$ cat config.mk
export PLATFORM = sky130hd
export DESIGN_NAME = knn_vote_unit
export DESIGN_NICKNAME = d
export VERILOG_FILES = /design/src/rtl/knn_vote_unit.sv
export SDC_FILE = /design/constraint.sdc
export NUM_CORES = 1
export LEC_CHECK = 0
export CORE_ASPECT_RATIO = 1.5
export CORE_MARGIN = 1.5
export CORE_UTILIZATION = 30
export DETAILED_ROUTE_END_ITERATION = 10
export PLACE_DENSITY = 0.43
export SLEW_MARGIN = 25
export SYNTH_ARGS = -nofsm -noshare
export SYNTH_HDL_FRONTEND = slang
export SYNTH_SLANG_ARGS = --single-unit
$ cat constraint.sdc
create_clock -name clk -period 5.5 [get_ports clk]
set_clock_uncertainty 0.15 [all_clocks]
set_input_delay 1.1 -clock clk [delete_from_list [all_inputs] [get_ports clk]]
set_output_delay 1.1 -clock clk [all_outputs]
set_load 0.03 [all_outputs]
$ cat src/rtl/knn_vote_unit.sv
// K-nearest-neighbour vote stage: keeps the K smallest distances in sorted slots, then majority-votes their labels.
// Optional build macro KNN_TIE_NEAREST_EN: break vote ties by the nearest tied slot instead of the lowest class index.
//
// state  | meaning
// IDLE   | waiting for start after reset
// REQ    | data_request pulse for the next training sample
// WAIT   | waiting for done, then insert the sample
// VOTE   | one kept slot per cycle adds to its class counter
// DECIDE | argmax of the class counters into result_type
// DONE   | result held; result_valid on the first cycle only
module knn_vote_unit #(
  parameter int W            = 32,
  parameter int TYPE_W       = 2,
  parameter int K            = 3,
  parameter int MAX_ELEMENTS = 30
) (
  input  logic              clk,
  input  logic              rst,
  input  logic              start,
  input  logic [W-1:0]      distance,
  input  logic [TYPE_W-1:0] data_type,
  input  logic              done,
  output logic              data_request,
  output logic              busy,
  output logic [TYPE_W-1:0] result_type,
  output logic              result_valid,
  output logic [W-1:0]      nearest_dist
);

  localparam int NCLS  = 1 << TYPE_W;
  localparam int CNT_W = $clog2(MAX_ELEMENTS + 1);
  localparam int VC_W  = $clog2(K + 1);
  localparam int VI_W  = (K > 1) ? $clog2(K) : 1;
  localparam logic [CNT_W-1:0] LAST_SAMPLE = CNT_W'(MAX_ELEMENTS);
  localparam logic [VI_W-1:0]  LAST_SLOT   = VI_W'(K - 1);

  typedef enum logic [2:0] {S_IDLE, S_REQ, S_WAIT, S_VOTE, S_DECIDE, S_DONE} state_t;

  state_t            state;
  logic [K-1:0]      slot_valid;
  logic [W-1:0]      slot_dist [K];
  logic [TYPE_W-1:0] slot_type [K];
  logic [CNT_W-1:0]  sample_cnt;
  logic [VI_W-1:0]   vote_idx;
  logic [VC_W-1:0]   vote_cnt [NCLS];

  logic [K-1:0]      gt;
  logic [K:0]        gt_ext;
  logic [K-1:0]      nx_valid;
  logic [W-1:0]      nx_dist [K];
  logic [TYPE_W-1:0] nx_type [K];

  logic [VC_W-1:0]   best_cnt;
  logic [TYPE_W-1:0] best_cls;
  logic [TYPE_W-1:0] winner;

  assign nearest_dist = slot_dist[0];

  // Valid slots are packed at the front and sorted, so gt is monotone: the first set bit is the insert point.
  always_comb begin
    for (int i = 0; i < K; i++) begin
      gt[i] = !slot_valid[i] || (slot_dist[i] > distance);
    end
    gt_ext = {gt, 1'b0};
    for (int i = 0; i < K; i++) begin
      nx_valid[i] = slot_valid[i];
      nx_dist[i]  = slot_dist[i];
      nx_type[i]  = slot_type[i];
      if (gt[i] && !gt_ext[i]) begin
        nx_valid[i] = 1'b1;
        nx_dist[i]  = distance;
        nx_type[i]  = data_type;
      end
    end
    for (int i = 1; i < K; i++) begin
      if (gt[i] && gt_ext[i]) begin
        nx_valid[i] = slot_valid[i-1];
        nx_dist[i]  = slot_dist[i-1];
        nx_type[i]  = slot_type[i-1];
      end
    end
  end

  always_comb begin
    best_cnt = '0;
    best_cls = '0;
    for (int c = 0; c < NCLS; c++) begin
      if (vote_cnt[c] > best_cnt) begin
        best_cnt = vote_cnt[c];
        best_cls = TYPE_W'(c);
      end
    end
    winner = best_cls;
`ifdef KNN_TIE_NEAREST_EN
    // Scan far-to-near so the nearest slot belonging to a maximal class wins last.
    for (int i = K - 1; i >= 0; i--) begin
      if (slot_valid[i] && (best_cnt != '0) && (vote_cnt[slot_type[i]] == best_cnt)) begin
        winner = slot_type[i];
      end
    end
`else
`endif
  end

  always_ff @(posedge clk) begin
    if (rst) begin
      state        <= S_IDLE;
      data_request <= 1'b0;
      busy         <= 1'b0;
      result_type  <= '0;
      result_valid <= 1'b0;
      slot_valid   <= '0;
      sample_cnt   <= '0;
      vote_idx     <= '0;
      for (int i = 0; i < K; i++) begin
        slot_dist[i] <= '1;
        slot_type[i] <= '0;
      end
      for (int c = 0; c < NCLS; c++) vote_cnt[c] <= '0;
    end else begin
      case (state)
        S_IDLE, S_DONE: begin
          result_valid <= 1'b0;
          if (start) begin
            slot_valid   <= '0;
            for (int i = 0; i < K; i++) slot_dist[i] <= '1;
            sample_cnt   <= '0;
            data_request <= 1'b1;
            busy         <= 1'b1;
            state        <= S_REQ;
          end
        end
        S_REQ: begin
          data_request <= 1'b0;
          state        <= S_WAIT;
        end
        S_WAIT: begin
          if (done) begin
            slot_valid <= nx_valid;
            for (int i = 0; i < K; i++) begin
              slot_dist[i] <= nx_dist[i];
              slot_type[i] <= nx_type[i];
            end
            sample_cnt <= sample_cnt + CNT_W'(1);
            if (sample_cnt + CNT_W'(1) == LAST_SAMPLE) begin
              vote_idx <= '0;
              for (int c = 0; c < NCLS; c++) vote_cnt[c] <= '0;
              state <= S_VOTE;
            end else begin
              data_request <= 1'b1;
              state        <= S_REQ;
            end
          end
        end
        S_VOTE: begin
          if (slot_valid[vote_idx]) begin
            vote_cnt[slot_type[vote_idx]] <= vote_cnt[slot_type[vote_idx]] + VC_W'(1);
          end
          if (vote_idx == LAST_SLOT) begin
            state <= S_DECIDE;
          end else begin
            vote_idx <= vote_idx + VI_W'(1);
          end
        end
        S_DECIDE: begin
          result_type  <= winner;
          result_valid <= 1'b1;
          busy         <= 1'b0;
          state        <= S_DONE;
        end
        default: state <= S_IDLE;
      endcase
    end
  end

endmodule

==> results of run 1 <==
==> state kept, by name, indices dropped and copies added (netlist names), 2 cells and up, named ones only <==
signal,cells
sample_cnt,5
result_type,2
vote_idx,2
vote_cnt,8
slot_dist,96
slot_type,6
state,3
slot_valid,3
==> worst max-delay path, cell delays in order <==
cell	delay, ps
clkdlybuf4s50_1	560
inv_1	110
ha_1	340
nand4_2	140
or4_4	550
nor3_1	360
a22oi_1	120
a31oi_1	300
or2_2	470
buf_12	230
mux2i_1	220
==> per-layer routing <==
metal	part of all wire	global-route usage
met3	0.024	0.02956
met4	0.017	0.05408
met2	0.53	0.2958
met5	0	0
met1	0.43	0.1830
==> worst paths after layout <==
| check | end | depth (start not counted) | start | slack, ps |
|---|---|---|---|---|
| max | slot_dist[0][43] | 11 | distance[31] | 1120 |
| min | busy | 2 | busy | 310 |
| max reg2reg | slot_dist[0][43] | 9 | slot_dist[0][30] | 1930 |
| min reg2reg | busy | 2 | busy | 310 |
==> layout make-up <==
class | instances | area share
Multi-Input combinational cell | 568 | 0.4063
Inverter | 88 | 0.03288
Tap cell | 346 | 0.04309
Clock buffer | 22 | 0.05268
Clock inverter | 10 | 0.006726
Sequential cell | 130 | 0.3687
Timing Repair Buffer | 87 | 0.08967
==> synth_stat cells (2+ instances only) <==
cell type | n | area share
clkbuf_1 | 20 | 0.0088
o31ai_1 | 3 | 0.0027
a21o_1 | 6 | 0.0053
o22ai_1 | 2 | 0.0015
inv_1 | 87 | 0.038
a311oi_1 | 3 | 0.0031
buf_4 | 32 | 0.028
edfxtp_1 | 110 | 0.39
nor3_1 | 9 | 0.0053
and4_1 | 4 | 0.0041
and3_1 | 4 | 0.0029
mux4_2 | 2 | 0.0053
a2bb2oi_1 | 3 | 0.0031
a211oi_1 | 5 | 0.0044
a21boi_1 | 2 | 0.0018
a221o_1 | 3 | 0.0035
o21a_1 | 2 | 0.0018
or2_1 | 3 | 0.0022
o21ai_0 | 13 | 0.0077
buf_2 | 3 | 0.0018
o211ai_1 | 2 | 0.0018
mux2i_1 | 70 | 0.083
o21ai_1 | 8 | 0.0047
nand2b_1 | 2 | 0.0015
nand4_1 | 16 | 0.012
nor2b_1 | 7 | 0.0052
xor2_1 | 2 | 0.0021
dfxtp_1 | 20 | 0.047
buf_12 | 2 | 0.0047
ha_1 | 107 | 0.16
nor4_1 | 3 | 0.0022
o21bai_1 | 2 | 0.0018
a22oi_1 | 2 | 0.0018
a211o_1 | 2 | 0.0021
nand3_1 | 23 | 0.014
nor3b_1 | 2 | 0.0018
nor2_1 | 138 | 0.061
a31oi_1 | 5 | 0.0037
nand2_1 | 43 | 0.019
a21oi_1 | 53 | 0.031
or3_1 | 5 | 0.0037
==> per-stage QoR <==
step | utilization | std cells | setup WS (ps) | power [W] | hold WS [ps]
4_1_cts | 0.3604 | 1251 | 1145 | 0.002636 | 309.8
6_report | 0.3604 | 1251 | 1123 | 0.002603 | 306.3
3_3_place_gp | 0.3390 | 1219 | 700.1 | 0.001473 | 294.4
3_5_place_dp | 0.3390 | 1219 | 689.3 | 0.001473 | 299.0
2_1_floorplan | - | 846 | 1147 | 0.001340 | 297.1
5_1_grt | 0.3604 | 1251 | 869.1 | 0.002703 | 342.6
==> cells by family after synthesis <==
group	Yosys count
AND/OR/NAND/NOR	263
buffers and inverters	148
flip-flops	130
AO/OA/AOI/OAI	122
adder cells (fa/ha/maj)	107
multiplexers	73
XOR/XNOR	3
==> power by group through the flow <==
stage          registers, W  logic [W]  clock network [W]
3_3_place_gp        0.00113   0.000338                  0
2_1_floorplan       0.00113   0.000209                  0
4_1_cts             0.00111   0.000340            0.00118
5_1_grt             0.00112   0.000374            0.00121
3_5_place_dp        0.00113   0.000338                  0
6_report            0.00111   0.000332            0.00116
==> results by group, run 1 <==
Worst hold path
  – Hold Crit Class: flip-flop to flip-flop

Critical path
  – Crit Path Max Fanout: 14
  – Critical Path End Type: flip-flop
  – Worst path arrival time: 4500 ps
  – Worst EP required: 5630 ps
  – Startpoint Class: input port
  – Kind of critical path: input port to flip-flop

Yosys
  – Dominant synthesized flop cell: edfxtp_1
  – Post-synth EDFFs: 110
  – Async S/R FF share, synth: 0
  – XOR/XNOR Fraction of Synth Area: 0.003096
  – Mapped cell area: 8486 um2
  – Mapped Cells: 846
  – Netlist cell types: 57
  – Sequential fraction of the synthesis area: 0.4364
  – Mean Syn Cell Area: 10.03 um2
  – Simple-Gate Fraction of Synth Area: 0.1389
  – Mux contribution to synthesized area: 0.08921
  – Complex-gate fraction of the synthesized area: 0.08847
  – Area share of fa/ha/maj cells after synthesis: 0.1578
  – Register bit total from synthesis: 130
  – Largest family of logic cells by synthesized area: adder cells
  – YS warnings: 0
  – Post-Syn Nets: 991

Placed design
  – Post-DP HPWL: 16.61 mm
  – Placer Congestion: 0.8135
  – Port-buffer cells: 74
  – Placed Area: 9449 um2

Die
  – Die area: 29320 um2
  – Initial core utilization: 0.3045
  – Site row count: 75
  – Die extent in y: 209.0 um
  – Chip Width: 140.3 um
  – Area of the core: 27870 um2
  – IO Pins: 75

STA
  – Tmin final: 4377 ps
  – Slew Viols, Final: 0
  – Final setup violation count: 0
  – Period utilization: 0.7958
  – Final hold violation count: 0
  – Worst-margin pin slew: 714.4 ps
  – RSZ-0062 raised after global routing: false
  – Achievable Freq: 0.2285 GHz
  – Sum of negative setup slack: 0 ps
  – Slew HR: 0.5237

GRT
  – Vias in the first global route: 6433
  – Grt ovf: 0
  – Largest net degree at the start of global routing: 50
  – First-pass GRT wire length: 35.53 mm
  – GRT Total Usage: 0.1600
  – Antenna violations before repair: 0

Final layout
  – Layout cell share with drive strength beyond 1: 0.06188
  – Layout Nets: 1037
  – Sequential cell area: 3704 um2
  – Design Area, Final: 10050 um2
  – Commonest cells after routing, fill and taps aside: 138 x nor2_1, 110 x edfxtp_1, 107 x ha_1
  – Commonest non-fill, non-tap cell in the layout: nor2_1
  – Synth-to-Final Area Change: 18.39%
  – Antenna diodes: 0
  – Fillers: 2839
  – Multi-input logic area: 4081 um2

CTS
  – Root Buffer: clkbuf_16
  – Clk slew on worst S/H paths: 70 ps
  – TritonCTS clock tree: done
  – Post-CTS setup buffers: 0
  – Clk_lat worst skew: 440 ps
  – Clock sink count: 130
  – Num CTS Buffers: 17
  – Clock tree buffer depth: 2
  – Post-cts repair resize count: 0
  – H-Tree Depth: 4
  – Hold_buf cts: 0

Power and ir drop
  – Lkg Pwr: 3.712 nW
  – Reg power frac: 0.428
  – Sw frac: 0.2674
  – Pwr Density: 259.1 nW/um2
  – Internal power: 0.001907 W
  – Sw power: 0.0006959 W
  – Comb pwr share: 0.128
  – Worst ir drop on vdd: 228.8 uV
  – Clock power frac: 0.445

Routing
  – Routed wire length: 22.37 mm
  – Starting DRT DRC Count: 229
  – Post-route ant nets: 0
  – Wire per inst: 17.88 um
  – Router iterations before antenna repair: 6
  – Residual DRC: 0
  – Vias: 6134
  – Vias/cell: 4.903

Flow run
  – Max Cap Viol: 0

Status
  – Status: finished clean
Power figures use the tool's default switching activity.
==> run 2: changes to the inputs <==
PLACE_DENSITY = 0.45   (was 0.43)
clock period = 3.7 ns   (was 5.5 ns; I/O delays follow)
==> run 2 against run 1 <==
Effect of this change:
- final cell count up 4.9%
- utilization up 2.0 points
- non-clock buffer count up 61
- clock power up 50%
- hold slack worse by 1.5 ps
==> results by group, run 2 (synthesis results as in run 1) <==
STA
  – Period utilization: 0.9464
  – RSZ-0062 raised after global routing: false
  – Slew Viols, Final: 0 (unchanged)
  – Final hold violation count: 0 (unchanged)
  – Slew HR: 0.5025 (-0.02126)
  – Minimum hold slack: 304.8 ps (-1.483 ps)
  – Final setup violation count: 0 (unchanged)
  – Worst-margin pin slew: 746.3 ps (+31.89 ps)
  – Tmin final: 3502 ps
  – Achievable Freq: 0.2856 GHz

Critical path
  – Reg2Reg Depth: 9 (unchanged)
  – Worst path arrival time: 3520 ps (-980 ps)
  – R2R Path Start: slot_dist[0][30]
  – Worst reg2reg endpoint: slot_dist[0][41]
  – Kind of critical path: input port to flip-flop
  – Crit Path Max Fanout: 8 (-6)
  – R2r setup slk: 640 ps (-1290 ps)
  – Critical path cell sequence: clkdlybuf4s50_1, inv_1, ha_1, nand4_2, or4_4, a2bb2oi_1, a22oi_1, a31oi_1, or2_2, buf_4, mux2i_1
  – Crit path largest cell delay: 540 ps (-20 ps)
  – Worst path slowest cell: or4_4
  – Startpoint Class: input port
  – Critical Path End Type: flip-flop
  – Worst EP required: 3720 ps (-1910 ps)

Final layout
  – Layout cell share with drive strength beyond 1: 0.1242 (+0.06235)
  – Commonest non-fill, non-tap cell in the layout: nor2_1
  – Cell Count, Final, Fillers Out: 1312 (+4.9%)
  – Fillers: 2751 (-3.1%)
  – Largest register FFs: 96 (unchanged)
  – Commonest cells after routing, fill and taps aside: 138 x nor2_1, 110 x edfxtp_1, 107 x ha_1
  – Synth-to-Final Area Change: 25.10%
  – Layout Nets: 1098 (+5.9%)
  – Design Area, Final: 10620 um2 (+5.7%)
  – Final core occ: 0.3809 (+0.02043)
  – Antenna diodes: 0 (unchanged)
  – Largest registers: slot_dist: 96 flops, vote_cnt: 8 flops, slot_type: 6 flops
  – Register with the most flip-flops: slot_dist

Status
  – Status: finished clean

Worst hold path
  – Hold Crit Class: flip-flop to flip-flop
  – Hold endpoint: busy
  – Hold Startpoint: busy
  – Hold Crit Depth: 2 (unchanged)

CTS
  – Num CTS Buffers: 17 (unchanged)
  – Hold_buf cts: 0 (unchanged)
  – Clock tree buffer depth: 2 (unchanged)
  – Root Buffer: clkbuf_16
  – Post-CTS setup buffers: 0 (unchanged)
  – H-Tree Depth: 4 (unchanged)
  – Clock sink count: 130 (unchanged)
  – Clk_lat worst skew: 440 ps (about the same)
  – TritonCTS clock tree: done
  – Clk slew on worst S/H paths: 60 ps (about the same)

Placed design
  – Port-buffer cells: 74 (unchanged)
  – Post-DP HPWL: 16.95 mm (+2.0%)
  – Placer Congestion: 0.7921 (-2.6%)
  – Dpl cells: 1280 (+5.0%)
  – Placed Area: 9995 um2 (+5.8%)

Die
  – Area of the core: 27870 um2 (unchanged)
  – Die area: 29320 um2 (unchanged)
  – Die extent in y: 209.0 um (unchanged)
  – Chip Width: 140.3 um (unchanged)
  – Site row count: 75 (unchanged)
  – IO Pins: 75 (unchanged)
  – Initial core utilization: 0.3045 (unchanged)

GRT
  – Largest net degree at the start of global routing: 41 (-18%)
  – Grt ovf: 0 (unchanged)
  – Vias in the first global route: 6548 (+1.8%)
  – First-pass GRT wire length: 34.97 mm (-1.6%)
  – Antenna violations before repair: 0 (unchanged)
  – GRT Total Usage: 0.1567 (-0.003293)

Power and ir drop
  – Comb pwr share: 0.138 (+0.010)
  – Sw frac: 0.2667 (-0.0006409)
  – Clock power frac: 0.442 (-0.003)
  – Reg power frac: 0.420 (-0.008)
  – Sw power: 0.001050 W (+51%)
  – Worst ir drop on vdd: 327.1 uV (+43%)
  – Pwr Density: 370.9 nW/um2 (+43%)
  – Total Power: 0.003937 W (+51%)
  – Internal power: 0.002887 W (+51%)
  – Lkg Pwr: 4.051 nW (+9.1%)

Routing
  – Post-route ant nets: 0 (unchanged)
  – Routed wire length: 21.87 mm (-2.2%)
  – Vias/cell: 4.795 (-2.2%)
  – Router iterations before antenna repair: 4 (-2)
  – Vias: 6291 (+2.6%)
  – Starting DRT DRC Count: 291 (+27%)
  – Residual DRC: 0 (unchanged)
  – Wire per inst: 16.67 um (-6.8%)

Flow run
  – Max Cap Viol: 0 (unchanged)
==> run 2: layout make-up <==
| cell class | instances | area, um2 | share of cell area |
|---|---|---|---|
| clock buffers | 21 | 525.5 | 0.04950 |
| clock inverters | 11 | 83.83 | 0.007897 |
| inverters | 88 | 330.3 | 0.03112 |
| multi-input cells | 568 | 4093 | 0.3855 |
| flip-flops and latches | 130 | 3704 | 0.3489 |
| well taps | 346 | 432.9 | 0.04078 |
| repair buffers | 148 | 1446 | 0.1363 |
==> run 2: how the worst max path moves through the flow <==
stage                            start                to  slack, ps  cells past startpoint
final                     distance[30]  slot_dist[0][41]        200                     11
after global placement    distance[13]  slot_dist[0][36]       -240                     13
after floorplan           distance[30]   slot_dist[0][0]         70                      9
after detailed placement  distance[30]  slot_dist[0][43]       -270                     11
after CTS                 distance[30]  slot_dist[0][26]        160                     11
after global routing      distance[30]  slot_dist[0][25]         40                     11
==> run 2: layer usage <==
layer	up-vias	track usage	part of all wire
met5	-	0	0
met4	0	0.05118	0.017
met3	21	0.02819	0.023
met2	82	0.2916	0.54
met1	2988	0.1789	0.42
li1	3200	-	-
==> run 2: timing repair <==
action / in CTS / in global routing
endpoints found under the hold margin: 0 / 0
gates resized for setup: 0 / 2
endpoints found under the setup margin: 0 / 66
==> run 2: power by group through the flow <==
stage	registers (W)	clock network [W]	logic (W)
after floorplan	0.00168	0	0.000312
after global placement	0.00169	0	0.000551
after detailed placement	0.00168	0	0.000552
after CTS	0.00165	0.00178	0.000555
after global routing	0.00166	0.00183	0.000608
final	0.00165	0.00174	0.000545
==> run 2: critical path, delay by kind of cell <==
kind	cells	cell delay, ps
AOI/OAI and AO/OA	3	470
adders and majority gates	1	340
buffers and inverters	3	820
muxes	1	130
and+or+nand+nor	3	1010
==> run 2: metrics by stage <==
| step | setup WS, ps | TNS (ps) |
|---|---|---|
| floorplan | 70.63 | 0 |
| global placement | -244.5 | -27320 |
| detailed placement | -272.3 | -33810 |
| CTS | 159.1 | 0 |
| global route | 39.84 | 0 |
| finish | 198.4 | 0 |
==> run 3: changes to the inputs <==
SETUP_SLACK_MARGIN = 0.1   (was unset)
clock period = 2.9 ns   (was 3.7 ns; I/O delays follow)
==> run 3 against run 2 <==
Effect of this change:
- the run now ends with setup timing left
- wire length grew 15%
- global-route usage is 1.9 points higher
- flip-flop and latch count stayed put
- die area stayed put
==> results by group, run 3 (synthesis results as in run 1) <==
STA
  – Tmin final: 3028 ps
  – Slew Viols, Final: 0 (unchanged)
  – Sum of negative setup slack: -5560 ps (-5560 ps)
  – Slew HR: 0.6523 (+0.1498)
  – RSZ-0062 raised after global routing: true
  – Achievable Freq: 0.3302 GHz
  – Final hold violation count: 0 (unchanged)
  – Final setup violation count: 119 (+119)
  – Setup ws final: -128.5 ps (-326.9 ps)
  – Period utilization: 1.044
  – Worst-margin pin slew: 520.5 ps (-225.8 ps)

GRT
  – Antenna violations before repair: 0 (unchanged)
  – GRT Total Usage: 0.1759 (+0.01919)
  – Largest net degree at the start of global routing: 43 (+4.9%)
  – Grt ovf: 0 (unchanged)
  – Vias in the first global route: 7069 (+8.0%)
  – First-pass GRT wire length: 39.07 mm (+12%)

CTS
  – Num CTS Buffers: 17 (unchanged)
  – H-Tree Depth: 4 (unchanged)
  – Clk_lat worst skew: 430 ps (about the same)
  – Clock sink count: 130 (unchanged)
  – TritonCTS clock tree: done
  – Root Buffer: clkbuf_16
  – Clk slew on worst S/H paths: 70 ps (about the same)
  – Hold_buf cts: 0 (unchanged)
  – Clock tree buffer depth: 2 (unchanged)

Die
  – Initial core utilization: 0.3045 (unchanged)
  – Die area: 29320 um2 (unchanged)
  – IO Pins: 75 (unchanged)
  – Area of the core: 27870 um2 (unchanged)
  – Chip Width: 140.3 um (unchanged)
  – Die extent in y: 209.0 um (unchanged)
  – Site row count: 75 (unchanged)

Status
  – Status: complete, but fails checks
  – Violated checks: setup timing

Routing
  – Wire per inst: 17.89 um (+7.3%)
  – Vias/cell: 4.878 (+1.7%)
  – Starting DRT DRC Count: 262 (-10%)
  – Router iterations before antenna repair: 5 (+1)
  – Routed wire length: 25.04 mm (+15%)
  – Vias: 6829 (+8.6%)
  – Residual DRC: 0 (unchanged)
  – Post-route ant nets: 0 (unchanged)

Critical path
  – Kind of critical path: flip-flop to flip-flop
  – Reg2Reg Depth: 10 (+1)
  – Worst EP required: 2920 ps (-800 ps)
  – Crit Path Max Fanout: 8 (unchanged)
  – Worst path arrival time: 3050 ps (-470 ps)
  – Worst reg2reg endpoint: slot_dist[0][39]
  – Critical path cell sequence: ha_4, nand4_4, or4_4, a2bb2oi_4, a22oi_2, a31oi_2, or2_4, buf_6, buf_12, mux2i_2
  – CP startpoint: slot_dist[0][31]
  – Critical Path End Type: flip-flop
  – Worst path slowest cell: or4_4
  – Crit path largest cell delay: 570 ps (+30 ps)
  – Startpoint Class: flip-flop
  – R2r setup slk: -130 ps (-770 ps)
  – R2R Path Start: slot_dist[0][31]
  – Critical Path End: slot_dist[0][39]

Flow run
  – Max Cap Viol: 0 (unchanged)

Final layout
  – Commonest cells after routing, fill and taps aside: 132 x nor2_1, 117 x buf_4, 110 x edfxtp_1
  – Antenna diodes: 0 (unchanged)
  – Commonest non-fill, non-tap cell in the layout: nor2_1
  – Multi-input logic area: 5000 um2 (+22%)
  – Register with the most flip-flops: slot_dist
  – Sequential cell area: 3704 um2 (unchanged)
  – Design Area, Final: 12400 um2 (+17%)
  – Synth-to-Final Area Change: 46.08%
  – Fillers: 2633 (-4.3%)
  – Layout Nets: 1186 (+8.0%)
  – Largest register FFs: 96 (unchanged)
  – Layout cell share with drive strength beyond 1: 0.3273 (+0.2031)
  – Largest registers: slot_dist: 96 flops, vote_cnt: 8 flops, slot_type: 6 flops

Placed design
  – Placed Area: 10400 um2 (+4.1%)
  – Placer Congestion: 0.7980 (+0.74%)
  – Port-buffer cells: 74 (unchanged)
  – Post-DP HPWL: 17.09 mm (+0.86%)

Power and ir drop
  – Worst ir drop on vdd: 430.6 uV (+32%)
  – Pwr Density: 429.9 nW/um2 (+16%)
  – Lkg Pwr: 4.645 nW (+15%)

Worst hold path
  – Hold Crit Class: flip-flop to flip-flop
-- run 3: changes by cell type in the layout (fill, tap and decap cells not counted), moves of 26 or more --
cell / change
inv_2: +26
clkdlybuf4s50_1: -29
ha_4: +43
ha_1: -44
buf_4: +55
inv_1: -32
-- run 3: cell type report --
cell class,instances,area share
Inverter,88,0.02897
Clock inverter,15,0.01342
Tap cell,346,0.03492
Timing Repair Buffer,233,0.1862
Multi-Input combinational cell,571,0.4034
Sequential cell,130,0.2988
Clock buffer,17,0.03432
-- run 3: report_power, final --
group	internal (W)	switching [W]
clock network	0.00134	0.000887
registers	0.00208	0.0000313
logic	0.000473	0.000521
total	0.00389	0.00144
-- run 3: timing repair --
action / in CTS / in global routing
pin swaps: 48 / 41
resized for setup: 184 / 55
buffers inserted: 29 / 13
cloned: 12 / 3
endpoints found under the setup margin: 174 / 174
-- run 3: metrics by stage --
step | power (W) | utilization | setup slack (ps) | instances | hold WS, ps
2_1_floorplan | 0.002561 | - | -35.66 | 846 | 297.1
3_3_place_gp | 0.002911 | 0.3732 | -959.7 | 1317 | 292.8
3_5_place_dp | 0.002912 | 0.3732 | -1012 | 1317 | 295.8
4_1_cts | 0.005358 | 0.4345 | -174.2 | 1389 | 306.0
5_1_grt | 0.005540 | 0.4448 | -273.7 | 1400 | 324.1
6_report | 0.005329 | 0.4448 | -128.5 | 1400 | 302.0
-- run 3: worst max-delay path: cells and delay by family (launching register included) --
family / cells / cell delay (ps)
AOI/OAI and AO/OA: 3 / 450
DFF: 1 / 430
and+or+nand+nor: 3 / 990
adders and majority gates: 1 / 320
buffers and inverters: 2 / 280
muxes: 1 / 140
-- run 3: worst min-delay path by stage --
stage,start,cells past startpoint,to,slack [ps]
CTS,busy,2,busy,310
global placement,busy,2,busy,290
detailed placement,busy,2,busy,300
global route,distance[13],3,slot_dist[0][13],320
finish,busy,2,busy,300
floorplan,sample_cnt[4],1,sample_cnt[4],300
-- run 3: layer usage --
layer,vias to the layer above,track usage,part of all wire
met1,3290,0.2053,0.42
met2,113,0.3192,0.53
met3,35,0.03071,0.026
li1,3391,-,-
met4,0,0.06461,0.027
met5,-,0,0
